===== config.mk =====
export PLATFORM = sky130hd
export DESIGN_NAME = mult_hilo_ctrl
export DESIGN_NICKNAME = d
export VERILOG_FILES = /design/src/rtl/mult_pkg.sv /design/src/rtl/hilo_regs.sv /design/src/rtl/mult_hilo_ctrl.sv
export SDC_FILE = /design/constraint.sdc
export NUM_CORES = 1
export LEC_CHECK = 0
export CORE_ASPECT_RATIO = 1.4
export CORE_MARGIN = 5
export CORE_UTILIZATION = 25
export CTS_CLUSTER_SIZE = 25
export DETAILED_ROUTE_END_ITERATION = 10
export HOLD_SLACK_MARGIN = 0.03
export PLACE_DENSITY = 0.63
export SYNTH_ARGS = -nofsm -noshare
export SYNTH_HDL_FRONTEND = slang
export SYNTH_SLANG_ARGS = --single-unit

===== constraint.sdc =====
create_clock -name clock -period 2.6 [get_ports clock]
set_input_delay 0.52 -clock clock [delete_from_list [all_inputs] [get_ports clock]]
set_output_delay 0.52 -clock clock [all_outputs]
set_load 0.01 [all_outputs]

===== src/rtl/mult_pkg.sv =====
// rtl/mult_pkg.sv - shared widths, timeout default and FSM encoding for the HI/LO multiply controller
package mult_pkg;

    localparam int DATA_W          = 32;
    localparam int TIMEOUT_DEFAULT = 48;

    typedef enum logic [2:0] {
        S_IDLE = 3'd0,
        S_INIT = 3'd1,
        S_RUN  = 3'd2,
        S_DONE = 3'd3,
        S_ERR  = 3'd4
    } state_t;

endpackage


===== src/rtl/hilo_regs.sv =====
// rtl/hilo_regs.sv - architectural HI/LO registers with multiplier capture vs. direct write select
module hilo_regs
    import mult_pkg::*;
(
    input  logic              clock,
    input  logic              reset,
    input  logic              capture,
    input  logic [DATA_W-1:0] cap_hi,
    input  logic [DATA_W-1:0] cap_lo,
    input  logic              wr_hi,
    input  logic              wr_lo,
    input  logic [DATA_W-1:0] wdata,
    output logic [DATA_W-1:0] hi,
    output logic [DATA_W-1:0] lo
);

    // Capture of a multiplier result wins; otherwise each half takes its own direct write.
    always_ff @(posedge clock) begin
        if (reset) begin
            hi <= '0;
            lo <= '0;
        end else if (capture) begin
            hi <= cap_hi;
            lo <= cap_lo;
        end else begin
            if (wr_hi) hi <= wdata;
            if (wr_lo) lo <= wdata;
        end
    end

endmodule


===== src/rtl/mult_hilo_ctrl.sv =====
// rtl/mult_hilo_ctrl.sv - multiply sequencer with watchdog driving an external iterative multiplier
module mult_hilo_ctrl
    import mult_pkg::*;
#(
    parameter int TIMEOUT = TIMEOUT_DEFAULT
) (
    input  logic              clock,
    input  logic              reset,
    input  logic              start,
    input  logic [DATA_W-1:0] op_a,
    input  logic [DATA_W-1:0] op_b,
    output logic [DATA_W-1:0] mult_a,
    output logic [DATA_W-1:0] mult_b,
    output logic              mult_init,
    output logic              mult_run,
    input  logic              mult_done,
    input  logic [DATA_W-1:0] mult_hi,
    input  logic [DATA_W-1:0] mult_lo,
    input  logic              mthi,
    input  logic              mtlo,
    input  logic [DATA_W-1:0] wdata,
    output logic [DATA_W-1:0] hi_out,
    output logic [DATA_W-1:0] lo_out,
    output logic              busy,
    output logic              done,
    output logic              error
);

    localparam int             WD_W   = $clog2(TIMEOUT + 1);
    localparam logic [WD_W-1:0] WD_MAX = WD_W'(TIMEOUT);

    state_t          state;
    state_t          next_state;
    logic [WD_W-1:0] watchdog;
    logic            accept;
    logic            capture;
    logic            init_d;
    logic            run_d;
    logic            busy_d;
    logic            done_d;
    logic            error_d;

    assign accept  = (state == S_IDLE) && start;
    assign capture = (state == S_RUN) && mult_done;

    // State register.
    always_ff @(posedge clock) begin
        if (reset) state <= S_IDLE;
        else       state <= next_state;
    end

    // Next-state: mult_done only matters in RUN, and a result on the timeout cycle still wins.
    always_comb begin
        next_state = state;
        case (state)
            S_IDLE:  if (start) next_state = S_INIT;
            S_INIT:  next_state = S_RUN;
            S_RUN:   if (mult_done)              next_state = S_DONE;
                     else if (watchdog == WD_MAX) next_state = S_ERR;
            S_DONE:  next_state = S_IDLE;
            S_ERR:   next_state = S_IDLE;
            default: next_state = S_IDLE;
        endcase
    end

    // Output decode from the upcoming state so registered outputs line up with the state they describe.
    always_comb begin
        init_d  = (next_state == S_INIT);
        run_d   = (next_state == S_RUN);
        busy_d  = (next_state != S_IDLE);
        done_d  = (next_state == S_DONE);
        error_d = error;
        if (next_state == S_ERR) error_d = 1'b1;
        else if (accept)         error_d = 1'b0;
    end

    // Output registers, operand latch and RUN-cycle watchdog (1 in the first RUN cycle).
    always_ff @(posedge clock) begin
        if (reset) begin
            mult_init <= 1'b0;
            mult_run  <= 1'b0;
            busy      <= 1'b0;
            done      <= 1'b0;
            error     <= 1'b0;
            mult_a    <= '0;
            mult_b    <= '0;
            watchdog  <= '0;
        end else begin
            mult_init <= init_d;
            mult_run  <= run_d;
            busy      <= busy_d;
            done      <= done_d;
            error     <= error_d;
            if (accept) begin
                mult_a <= op_a;
                mult_b <= op_b;
            end
            if (next_state == S_RUN)
                watchdog <= (state == S_RUN) ? watchdog + WD_W'(1) : WD_W'(1);
            else
                watchdog <= '0;
        end
    end

    hilo_regs u_hilo_regs (
        .clock   (clock),
        .reset   (reset),
        .capture (capture),
        .cap_hi  (mult_hi),
        .cap_lo  (mult_lo),
        .wr_hi   ((state == S_IDLE) && mthi),
        .wr_lo   ((state == S_IDLE) && mtlo),
        .wdata   (wdata),
        .hi      (hi_out),
        .lo      (lo_out)
    );

endmodule


==> results of run 1 <==
## sequential cells by signal, indices dropped and copies added (netlist names)
signal	cells
mult_a	32
mult_b	32
u_hilo_regs.hi	32
u_hilo_regs.lo	32
watchdog	6
state	3
busy	1
done	1
error	1
mult_init	1
mult_run	1
## cell usage in the layout, fill, tap and decap left out, types with 2 or more instances in the layout
cell type	n
and2b_1	8
dfxtp_1	142
o21ai_0	66
nor2b_1	28
buf_12	5
o21a_2	2
nor3_1	4
nand3_1	2
xnor2_1	3
a21oi_1	188
a211oi_1	2
clkinvlp_4	4
clkbuf_16	17
bufinv_16	3
nand2_1	130
clkdlybuf4s50_1	297
ha_1	2
clkinv_2	3
inv_1	4
xor2_1	2
nor2_1	13
buf_4	8
## cell usage after synthesis (3+ instances only)
master / n
a21oi_1: 188
nor3_1: 4
dfxtp_1: 142
nand2_1: 130
inv_1: 4
buf_2: 9
nor2_1: 13
o21ai_0: 66
buf_4: 8
clkbuf_1: 24
clkbuf_2: 4
and2b_1: 8
buf_6: 8
nor2b_1: 28
xnor2_1: 3
## per-stage QoR
stage          hold WS, ps  instances  area (sq um)  worst slack, ps  power [W]
3_5_place_dp           446       1218          8650              397    0.00408
6_report               451       1248          9240              687    0.00647
4_1_cts                454       1248          9240              681    0.00660
2_1_floorplan          481        664          5450             1120    0.00321
5_1_grt                470       1248          9240              620    0.00682
3_3_place_gp           441       1218          8650              426    0.00407
## area by class of cell
cell class / instances / area, sq um / share of cell area [%]
Clock buffer: 19 / 443 / 4.79
Clock inverter: 11 / 144 / 1.56
Sequential cell: 142 / 2840 / 30.8
Tap cell: 297 / 372 / 4.02
Multi-Input combinational cell: 463 / 2280 / 24.7
Inverter: 5 / 18.8 / 0.203
Timing Repair Buffer: 311 / 3140 / 34.0
## routing by layer
metal  share of wire [%]  up-vias
li1                    -     2795
met1                  40     2485
met2                  50      188
met3                 8.1       23
met4                 1.9        0
met5                   0        -
## power by group through the flow
stage                     registers [W]  logic, W  clock network (W)
final                           0.00253   0.00148            0.00246
after CTS                       0.00253   0.00151            0.00255
after global routing            0.00256   0.00162            0.00264
after floorplan                 0.00267  0.000546                  0
after detailed placement        0.00258   0.00150                  0
after global placement          0.00257   0.00150                  0
## cells by family (layout without fill, tap and decap cells)
kind of cell	after synthesis	count (layout)	share of synthesized area [%]
adder cells (fa/ha/maj)	2	2	0.459
XOR/XNOR	5	5	0.804
flip-flops	142	142	52.2
AO/OA/AOI/OAI	262	262	24.4
AND/OR/NAND/NOR	194	194	16.0
buffers and inverters	59	346	6.09
## worst max path at each step
| stage | slack (ps) | endpoint | from |
|---|---|---|---|
| after floorplan | 1120 | u_hilo_regs.hi[13] | mult_done |
| after global routing | 620 | u_hilo_regs.hi[26] | state[1] |
| final | 690 | lo_out[31] | u_hilo_regs.lo[31] |
| after CTS | 680 | lo_out[31] | u_hilo_regs.lo[31] |
| after detailed placement | 400 | u_hilo_regs.lo[8] | mult_done |
| after global placement | 430 | u_hilo_regs.hi[13] | mult_done |
## worst register-to-register path: stages, from the launching register on
cell,delay (ps)
dfxtp_1,550
and4bb_4,420
buf_12,230
and2b_1,230
a21oi_1,130
a21oi_1,80
==> results.md, run 1 <==
Power and ir drop:
- The analysis attributes to net switching a power of roughly 0.0017 W.
- The internal power of the cells totals 0.00474 W.
- IR analysis of the VDD net gives a maximum drop of 386 uV.
- The combinational cell fraction of total power is 22.9%.
- The power share of the clock group is between 30 and 40%.
- Summed over all cells, the static leakage comes to 3.39 nW.
- The share of total power dissipated in sequential elements is 39.1%.
- For this design the ratio of total power to cell area is 700 mW/mm^2.
- The net switching share of the total power is 26.8%.

GRT:
- Global routing used under 10% of the available met3 tracks.
- The highest-utilization routing layer at the global route stage is met2.
- After global routing the overflow that remains totals 0.
- The number of antenna violations at the first check in global routing is 0.
- For this run, the total global-route usage over all layers was measured as 14.3%.
- The number of global-route vias before repair is approximately 5.3k.
- Global routing consumed, on the met1 layer, around 16% of the routing resources.
- The fraction of met2 tracks used by global routing is 25.0%.
- The first-pass GRT wire length is 28,200 um.
- The maximum number of pins on one net before global-route repair is 71.

Synth:
- Synthesis handed over a netlist of 664 instances.
- The number of warnings issued by yosys is 0.
- Dividing the synthesized area by the synthesized cell count gives 8.20 sq um.
- The cell area that synthesis handed to floorplanning was 0.00545 sq mm.
- Ranked by total cell area, the synthesized netlist is headed by dfxtp_1 52%, a21oi_1 17%, nand2_1 9.0%.
- In this run the biggest area consumer among cell types represents 52.2% of the synthesized area.
- The cell taking the most area after synthesis is dfxtp_1.
- After synthesis the netlist holds a flip-flop and latch count of 142.
- When the netlist entered floorplanning its net count stood at ~830.
- The prevailing post-synth register cell is dfxtp_1.
- The async set or reset register ratio after synthesis is 0%.
- In this run, synthesis inferred 0 flip-flops with an integrated enable.
- The sequential element share of the synthesized area is 52.2%.
- The number of different library cells in the post-synthesis netlist is 35.

Clocking:
- Post-CTS timing repair inserted 0 buffers for setup.
- The total number of H-tree levels is 4.
- The CTS sink count is 142.
- The source-to-sink clock delay at the later pin of the worst-skew pair is a little over 400 ps.
- Buffers inserted during clock tree synthesis total 17.
- Counting along the longest clock path gives a buffer depth of 2.
- The number of buffers inserted by hold repair at cts is 0.
- The clock tree from TritonCTS is built.
- After clock tree synthesis, the clock-pin slew on the worst setup and hold paths is 60 ps.
- The post-cts sizing count is 0.
- Clock tree synthesis selected as its root buffer the cell clkbuf_16.

Placed design:
- The sum of net half-perimeters after detailed placement is 13,500 um.
- The final estimated routing congestion in global placement is 0.772.
- In this run the tool buffered the top-level ports with 298 buffer cells.

Timing:
- The routed design could run at a clock period as short as between 1500 and 2000 ps.
- Setup violations remaining at the end of the flow were counted as 0.
- The pin slew with the least headroom to its limit is roughly 800 ps.
- In this run the tightest slew margin relative to its limit is a little under half.
- The fraction of the cycle the final worst path needs is 73.6%.
- For the final database, setup skew stands at between 7 and 8 ps.
- After routing, the total negative slack on setup checks comes to 0 ps.
- Setup repair after global routing left no endpoint under its margin.
- The number of max-slew violations in the final report came to 0.
- The highest achievable clock rate is 0.523 GHz.
- The count of final hold-check violations came to 0.

Detailed routing:
- Dividing the detail-routed wire length by the instance count gives 14.9 um.
- For this block, the via count after detailed routing is 5,491.
- The starting DRC count in detailed routing is about 140.
- The via density per instance is 4.40.
- In this run the remaining antenna-violating nets after routing total 0.
- The first-pass iteration count of the detailed router is 4.
- The total DRC errors in the routed layout is 0.
- The routed design has between 15,000 and 20,000 um of wire.

Setup path:
- The launch point of the worst reg-to-reg path is state[1].
- For the worst flop-to-flop path, the logic depth is 5.
- The signal on the critical path passes through clkdlybuf4s50_1.
- The maximum single-stage delay on the critical path is 600 ps.
- The peak fanout along the critical path is 2.
- In this design, the largest share of critical-path delay is due to buffers and inverters.
- The reg-to-reg critical path endpoint is u_hilo_regs.hi[13].
- The worst endpoint required time is about 2100 ps.
- The slowest cell on the critical path is clkdlybuf4s50_1.
- The critical path buffer and inverter count is 1.
- The endpoint class of the critical path is an output pin.
- Across all register-to-register paths, the minimum setup slack is 860 ps.
- In this run the number of cells on the critical path is 1.
- The worst setup path is launched from a flip-flop.
- The setup path with the least slack is of type reg2out.
- The critical path data arrival time is 1390 ps.

Outcome:
- The run finished with clean final reports.

Layout:
- The net count of the finished layout is about 1.1k.
- The number of antenna diodes is 0.
- Fill cells in the final layout number 2,181.
- In the final layout, the share of cells above drive strength 1 is 5.05%.
- For this run, the share of the core covered by cells in the final layout is 42.6%.
- The area growth from synthesis to layout is 69.7%.

Die:
- The floorplan has between 60 and 70 rows.
- The overall die height is 185 um.
- 299 I/O pins were placed.
- The initial utilization of the core area, before any placement, comes to 25.1%.
- The area of the die is between 0.02 and 0.025 sq mm.
- In this run the standard cell core region covers 0.0217 sq mm.
- In this run the horizontal extent of the chip is 135 um.

Flow run:
- The max-capacitance violation count is 0.

Min path:
- The type of the most critical hold path is reg2reg.
- The end point of the most critical hold path is mult_a[3].
- The worst hold path begins at mult_a[3].
- Counting instances, the worst hold path has a depth of 2.
No activity file was read; power rests on OpenSTA's default activity.
==> inputs of run 2 (changes only) <==
- clock period: 2.6 -> 1.9 ns (I/O delays scaled with it)
==> results.md, run 2 (synthesized netlist as in run 1, its figures left out) <==
Die:
- The count of boundary I/O pins is about 300.
- From left edge to right edge, the die measures approximately 130 um.
- The area of the core is ~0.022 sq mm.
- Once the floorplan was initialized, standard cells occupied 25.1% of the core.
- The number of standard-cell rows in the floorplan is 64.
- The die is 185 um tall.
- The area of the die is 0.0249 sq mm.

Clocking:
- The clock buffer count from CTS is 17.
- The maximum clock insertion buffer count is 2.
- The number of buffers inserted by hold repair at cts is 0.
- The cell at the root of the clock tree is clkbuf_16.
- The post-cts sizing count is 0.
- Counting every sink on the clock net gives 142.
- The number of post-CTS setup repair buffers is 0.
- Clock latency on the worst-skew pair, taken at its later pin, is 420 ps.
- The clock slew seen by the registers of the worst setup and hold paths is 70 ps.
- CTS built an H-tree with a depth of 4.
- The clock tree from TritonCTS is built.

Detailed routing:
- After detailed routing, the average wire length per cell comes to 15.0 um.
- Summed over all layers, the routed wires come to 19,000 um.
- The first-pass iteration count of the detailed router is 4.
- Dividing the detail-routed via count by the number of cells gives 4.43.
- The detailed-route via count is 5,613.
- The total DRC errors in the routed layout is 0.
- The first routing iteration left 217 violations.
- The number of antenna-violating nets in the routed design is 0.

Power and ir drop:
- Power spread over the standard cell area amounts to between 900 and 1000 mW/mm^2.
- The analysis attributes to cell leakage a power of 3.52 nW.
- The maximum vdd drop is roughly 630 uV.

Timing:
- Setup repair after global routing left no endpoint under its margin.
- The worst clock skew is 8.38 ps.
- The count of final hold-check violations is 0.
- The worst hold margin is 312 ps.
- Timing would allow up to about 0.57 GHz.
- The smallest setup slack after layout is roughly 140 ps.
- The number of max-slew violations in the final report was 0.
- Of the available clock period, the critical path in the final layout requires 92.6%.
- The remaining max-slew budget at the tightest pin is 71.2%.
- The minimum clock period after layout is 1760 ps.
- The pin slew with the least headroom to its limit is around 430 ps.
- Setup violations remaining at the end of the flow were counted as 0.

GRT:
- The final global-route overflow total is 0.
- The number of antenna violations at the first check in global routing is 0.
- Entering global routing, the biggest net connects 50 pins.
- Across every metal layer, demand over resource in global routing totals between 10% and 20%.
- The number of global-route vias before repair is roughly 5.4k.
- The first-pass GRT wire length is 28,700 um.

Flow run:
- The tool flagged a number of max-cap violations equal to 0.

Layout:
- The layout cell share with drive strength beyond 1 is approximately 6.9%.
- The most common cell after layout, fill and taps aside is clkdlybuf4s50_1.
- The top cell types in the final layout, fill and taps aside, are 297 x clkdlybuf4s50_1, 188 x a21oi_1, 142 x dfxtp_1, 130 x nand2_1, 66 x o21ai_0.
- The number of antenna diodes is 0.
- At the end of the flow, the number of nets in the layout was 1,126.
- The synthesis-to-finish area growth is 73.5%.
- Leaving out filler cells and counting taps, the final layout contains 1,268.

Setup path:
- The peak fanout along the critical path is 2.
- The worst setup path is launched from a flip-flop.
- The endpoint class of the critical path is an output pin.
- Grouping stages by cell kind, the critical path spends the most delay in buffers and inverters.
- The critical path data arrival time is 1380 ps.
- The maximum single-stage delay on the critical path is 580 ps.
- The setup path with the least slack is of type reg2out.
- The slowest cell on the critical path is clkdlybuf4s50_1.
- Together, buffers and inverters on the worst path number 1.
- The critical path goes through clkdlybuf4s50_1.
- At the worst endpoint, the required time is 1520 ps.

Placed design:
- The post-placement worst setup slack is -72.5 ps.
- The number of port buffers is between 200 and 300.
- The congestion estimate from routability-driven global placement came to around 0.80.
- The sum of net half-perimeters after detailed placement is 14,200 um.
- The total placed cells including tap cells is 1,236.

Min path:
- The path class of the tightest hold or removal check is in2reg.

Outcome:
- The run finished with clean final reports.
-- run 2: final cells by class --
class,instances,area [sq um]
Fill cell,2153,12300
Sequential cell,142,2840
Clock buffer,22,474
Clock inverter,10,135
Multi-Input combinational cell,463,2280
Tap cell,297,372
Inverter,5,18.8
Timing Repair Buffer,329,3320
-- run 2: path summary, 6_finish.rpt --
kind | to | cells past startpoint | slack [ps] | start
setup / recovery | lo_out[31] | 1 | 140 | u_hilo_regs.lo[31]
hold / removal | state[1] | 2 | 310 | reset
setup reg to reg | mult_a[7] | 5 | 350 | state[2]
hold reg to reg | mult_a[24] | 2 | 450 | mult_a[24]
-- run 2: where the power goes --
part | total, W | internal [W] | switching, W
combinational | 0.00212 | 0.00117 | 0.000947
sequential | 0.00346 | 0.00330 | 0.000158
clock | 0.00346 | 0.00217 | 0.00129
-- run 2: metal layers --
metal	vias to the layer above	GRT usage [%]	part of all wire, %	wire length (um)
li1	2840	-	-	-
met1	2522	16.2	39	7390
met2	216	25.6	50	9580
met3	35	5.41	8.1	1530
met4	0	6.40	2.5	471
met5	-	0	0	0
-- run 2: through the flow --
| step | total power (W) | cell area, sq um | util (%) | setup TNS, ps |
|---|---|---|---|---|
| 2_1_floorplan | 0.00440 | 5450 | - | 0 |
| 3_3_place_gp | 0.00565 | 8840 | 40.7 | -267 |
| 3_5_place_dp | 0.00566 | 8840 | 40.7 | -629 |
| 4_1_cts | 0.00920 | 9450 | 43.5 | 0 |
| 5_1_grt | 0.00952 | 9450 | 43.5 | 0 |
| 6_report | 0.00903 | 9450 | 43.5 | 0 |
==> inputs of run 3 (changes only) <==
- ABC_AREA: unset -> 1
- PLACE_DENSITY: 0.63 -> 0.62
==> results.md, run 3 <==
Outcome:
- The flow ran to the end, and the final reports show no timing, DRC or antenna violations.

Clocking:
- The clock tree from TritonCTS is built.
- The number of buffers inserted by hold repair at cts is 0.
- The number of post-CTS setup repair buffers is 0.
- The clock slew seen by the registers of the worst setup and hold paths is ~60 ps.
- The CTS sink count is 142.
- Clock tree synthesis inserted a total of 17 buffers.
- In this run the number of H-tree levels came out at 4.
- The source-to-sink clock delay at the later pin of the worst-skew pair is 420 ps.
- The post-cts sizing count is 0.
- Counting along the longest clock path gives a buffer depth of 2.
- The cell at the root of the clock tree is clkbuf_16.

Synth:
- The number of nets handed over by synthesis was approximately 1,000.
- The largest total area in the synthesized netlist belongs to dfxtp_1.
- The top-area cell type share of the netlist area is 48.9%.
- The number of different library cells in the post-synthesis netlist is 24.
- Sequential cells were found to cover 48.9% of the synthesized design area.
- By count the netlist is led by 144 x nor2_1, 142 x dfxtp_1, 108 x nand2_1.
- The async set or reset register ratio after synthesis is 0%.
- The number of standard cells after synthesis is a little over 800.
- Yosys attributes the largest share of cell area to dfxtp_1 49%, nor2_1 9.3%, o21ai_0 9.0%.
- The mapped netlist covers 0.00581 sq mm.
- The number of warnings issued by yosys is 0.
- The flip-flop and latch count after synthesis is ~140.
- The post-synthesis area per instance is 7.21 sq um.
- The number of flops mapped to enable cells by yosys is 0.
- The cell with the most instances after synthesis is nor2_1.
- The prevailing post-synth register cell is dfxtp_1.

Setup path:
- The cell family contributing the most delay on the critical path is buffers and inverters.
- The cell count of the worst reg-to-reg path is 8.
- On the critical path, the stage with the largest delay is an instance of clkdlybuf4s50_1.
- The critical path buffer and inverter count is 1.
- The logic depth of the worst setup path including buffers is 1.
- The worst register-to-register path has a setup slack of approximately 340 ps.
- The critical path launch point type is a flip-flop.
- STA classifies the critical path endpoint as an output pin.
- The maximum single-stage delay on the critical path is 590 ps.
- Traced cell by cell, the critical path runs through clkdlybuf4s50_1.
- Data on the critical path is required at its endpoint by about 1500 ps.
- The critical path data arrival time is 1380 ps.
- The category of the most critical setup path is reg2out.
- In this run the worst path has a maximum fanout of 2.

Min path:
- Along the worst hold path, the cell count comes to 3.
- The type of the most critical hold path is in2reg.

GRT:
- The first-pass GRT wire length is roughly 33,000 um.
- The maximum number of pins on one net before global-route repair is 67.
- The number of antenna violations at the first check in global routing is 0.
- The number of global-route vias before repair is 6,009.
- After global routing the overflow that remains totals 0.
- For this run, the total global-route usage over all layers was measured as 15.3%.

Detailed routing:
- The first TritonRoute pass finished after 4 iterations.
- The detailed-route via count is 6,102.
- Once detail routing completed, the nets flagged for antenna violations numbered 0.
- In the routed design, unresolved DRC markers number 0.
- The routed design has 20,600 um of wire.
- The starting DRC count in detailed routing is 220.
- The via density per instance is 4.34.
- The average detailed-routed wire length per instance is 14.7 um.

Power and ir drop:
- VDD sags by at most 599 uV.
- In this run the power density over the cells is 956 mW/mm^2.
- The analysis attributes to cell leakage a power of 4.01 nW.

Die:
- The area of the core is roughly 0.023 sq mm.
- The area of the die is 0.0264 sq mm.
- Pin placement for this block handled 299 I/O pins.
- The initial cell density of the core is 25.1%.
- The overall die height is 190 um.
- The die width is 139 um.
- After floorplanning, the core was divided into 66 placement rows.

Timing:
- The remaining max-slew budget at the tightest pin is 59.9%.
- The worst clock skew is 6.23 ps.
- The number of max-slew violations in the final report is 0.
- At the pin with the least slew margin, the transition time is ~600 ps.
- The count of final hold-check violations is 0.
- Setup violations remaining at the end of the flow were counted as 0.
- The smallest setup slack after layout is around 140 ps.
- Setup repair after global routing left no endpoint under its margin.
- The highest achievable clock rate is 0.567 GHz.
- The minimum clock period after layout is 1760 ps.
- The final critical path takes up between 90 and 100% of the cycle.

Placed design:
- The number of port buffers is roughly 300.
- At the end of routability-driven placement, the weighted congestion stood at approximately 0.84.
- The standard cell area after detailed placement is 0.00911 sq mm.
- Once detailed placement completed, the half-perimeter wirelength came to between 15,000 and 20,000 um.
- The post-placement worst setup slack is -33.1 ps.

Layout:
- The number of antenna diodes is 0.
- The total non-filler cell area in the finished layout is between 0.009 and 0.01 sq mm.
- The net count of the finished layout is 1,254.
- After filler insertion, the fill cell instance count of the layout stands at 2,345.
- In the final layout, the share of cells above drive strength 1 is 5.82%.
- The synthesis-to-finish area growth is 67.4%.
- The library cells used most frequently in the layout, excluding fill and tap cells, are 296 x clkdlybuf4s50_1, 144 x nor2_1, 142 x dfxtp_1, 108 x nand2_1, 104 x o21ai_0.
- The most common cell after layout, fill and taps aside is clkdlybuf4s50_1.

Flow run:
- The max-capacitance violation count is 0.
==> run 3: cell count changes after synthesis, moves of 23 or more <==
cell and change:
nor2_1 +131, inv_1 +70, o21ai_1 +23, nor2b_1 -28, o21ai_0 +38, nand3_1 +65, a21oi_1 -123
==> run 3: layer usage <==
| layer | global-route usage, % | vias up | share of wire [%] |
|---|---|---|---|
| li1 | - | 3149 | - |
| met1 | 17.6 | 2677 | 41 |
| met2 | 26.3 | 251 | 48 |
| met3 | 5.90 | 25 | 8.6 |
| met4 | 5.01 | 0 | 1.9 |
| met5 | 0 | - | 0 |
==> run 3: power by group <==
group	internal, W	switching [W]	total [W]
sequential	0.00331	0.000169	0.00348
clock	0.00227	0.00128	0.00354
combinational	0.00117	0.00112	0.00228
total	0.00674	0.00256	0.00930
==> run 3: cell type report <==
cell class	instances	area [sq um]	area share, %
clock inverter	10	160	1.65
sequential	142	2840	29.2
timing repair buffer	320	3190	32.8
multi-input combinational	529	2410	24.7
inverter	76	285	2.93
clock buffer	22	464	4.77
tap	306	383	3.93
==> run 3: worst paths after layout <==
kind                     start                  to
max          u_hilo_regs.hi[0]           hi_out[0]
min                      reset               error
max reg2reg           state[2]  u_hilo_regs.lo[26]
min reg2reg         mult_b[26]          mult_b[26]
==> run 3: cell families after synthesis <==
kind of cell	count (synthesis)	synth area share (%)
AOI/OAI and AO/OA	193	16.6
xor gates and xnor gates	4	0.603
adders and majority gates	2	0.431
buffers and inverters	135	9.88
DFF	142	48.9
and+or+nand+nor	330	23.6
==> run 3: stage by stage <==
stage / TNS (ps) / hold slack [ps] / utilization [%] / total power, W / std cells
floorplan: 0 / 488 / - / 0.00453 / 806
detailed placement: -164 / 455 / 39.4 / 0.00586 / 1373
CTS: 0 / 382 / 42.1 / 0.00949 / 1405
global placement: -9.34 / 451 / 39.4 / 0.00585 / 1373
finish: 0 / 404 / 42.1 / 0.00930 / 1405
global route: 0 / 413 / 42.1 / 0.00981 / 1405
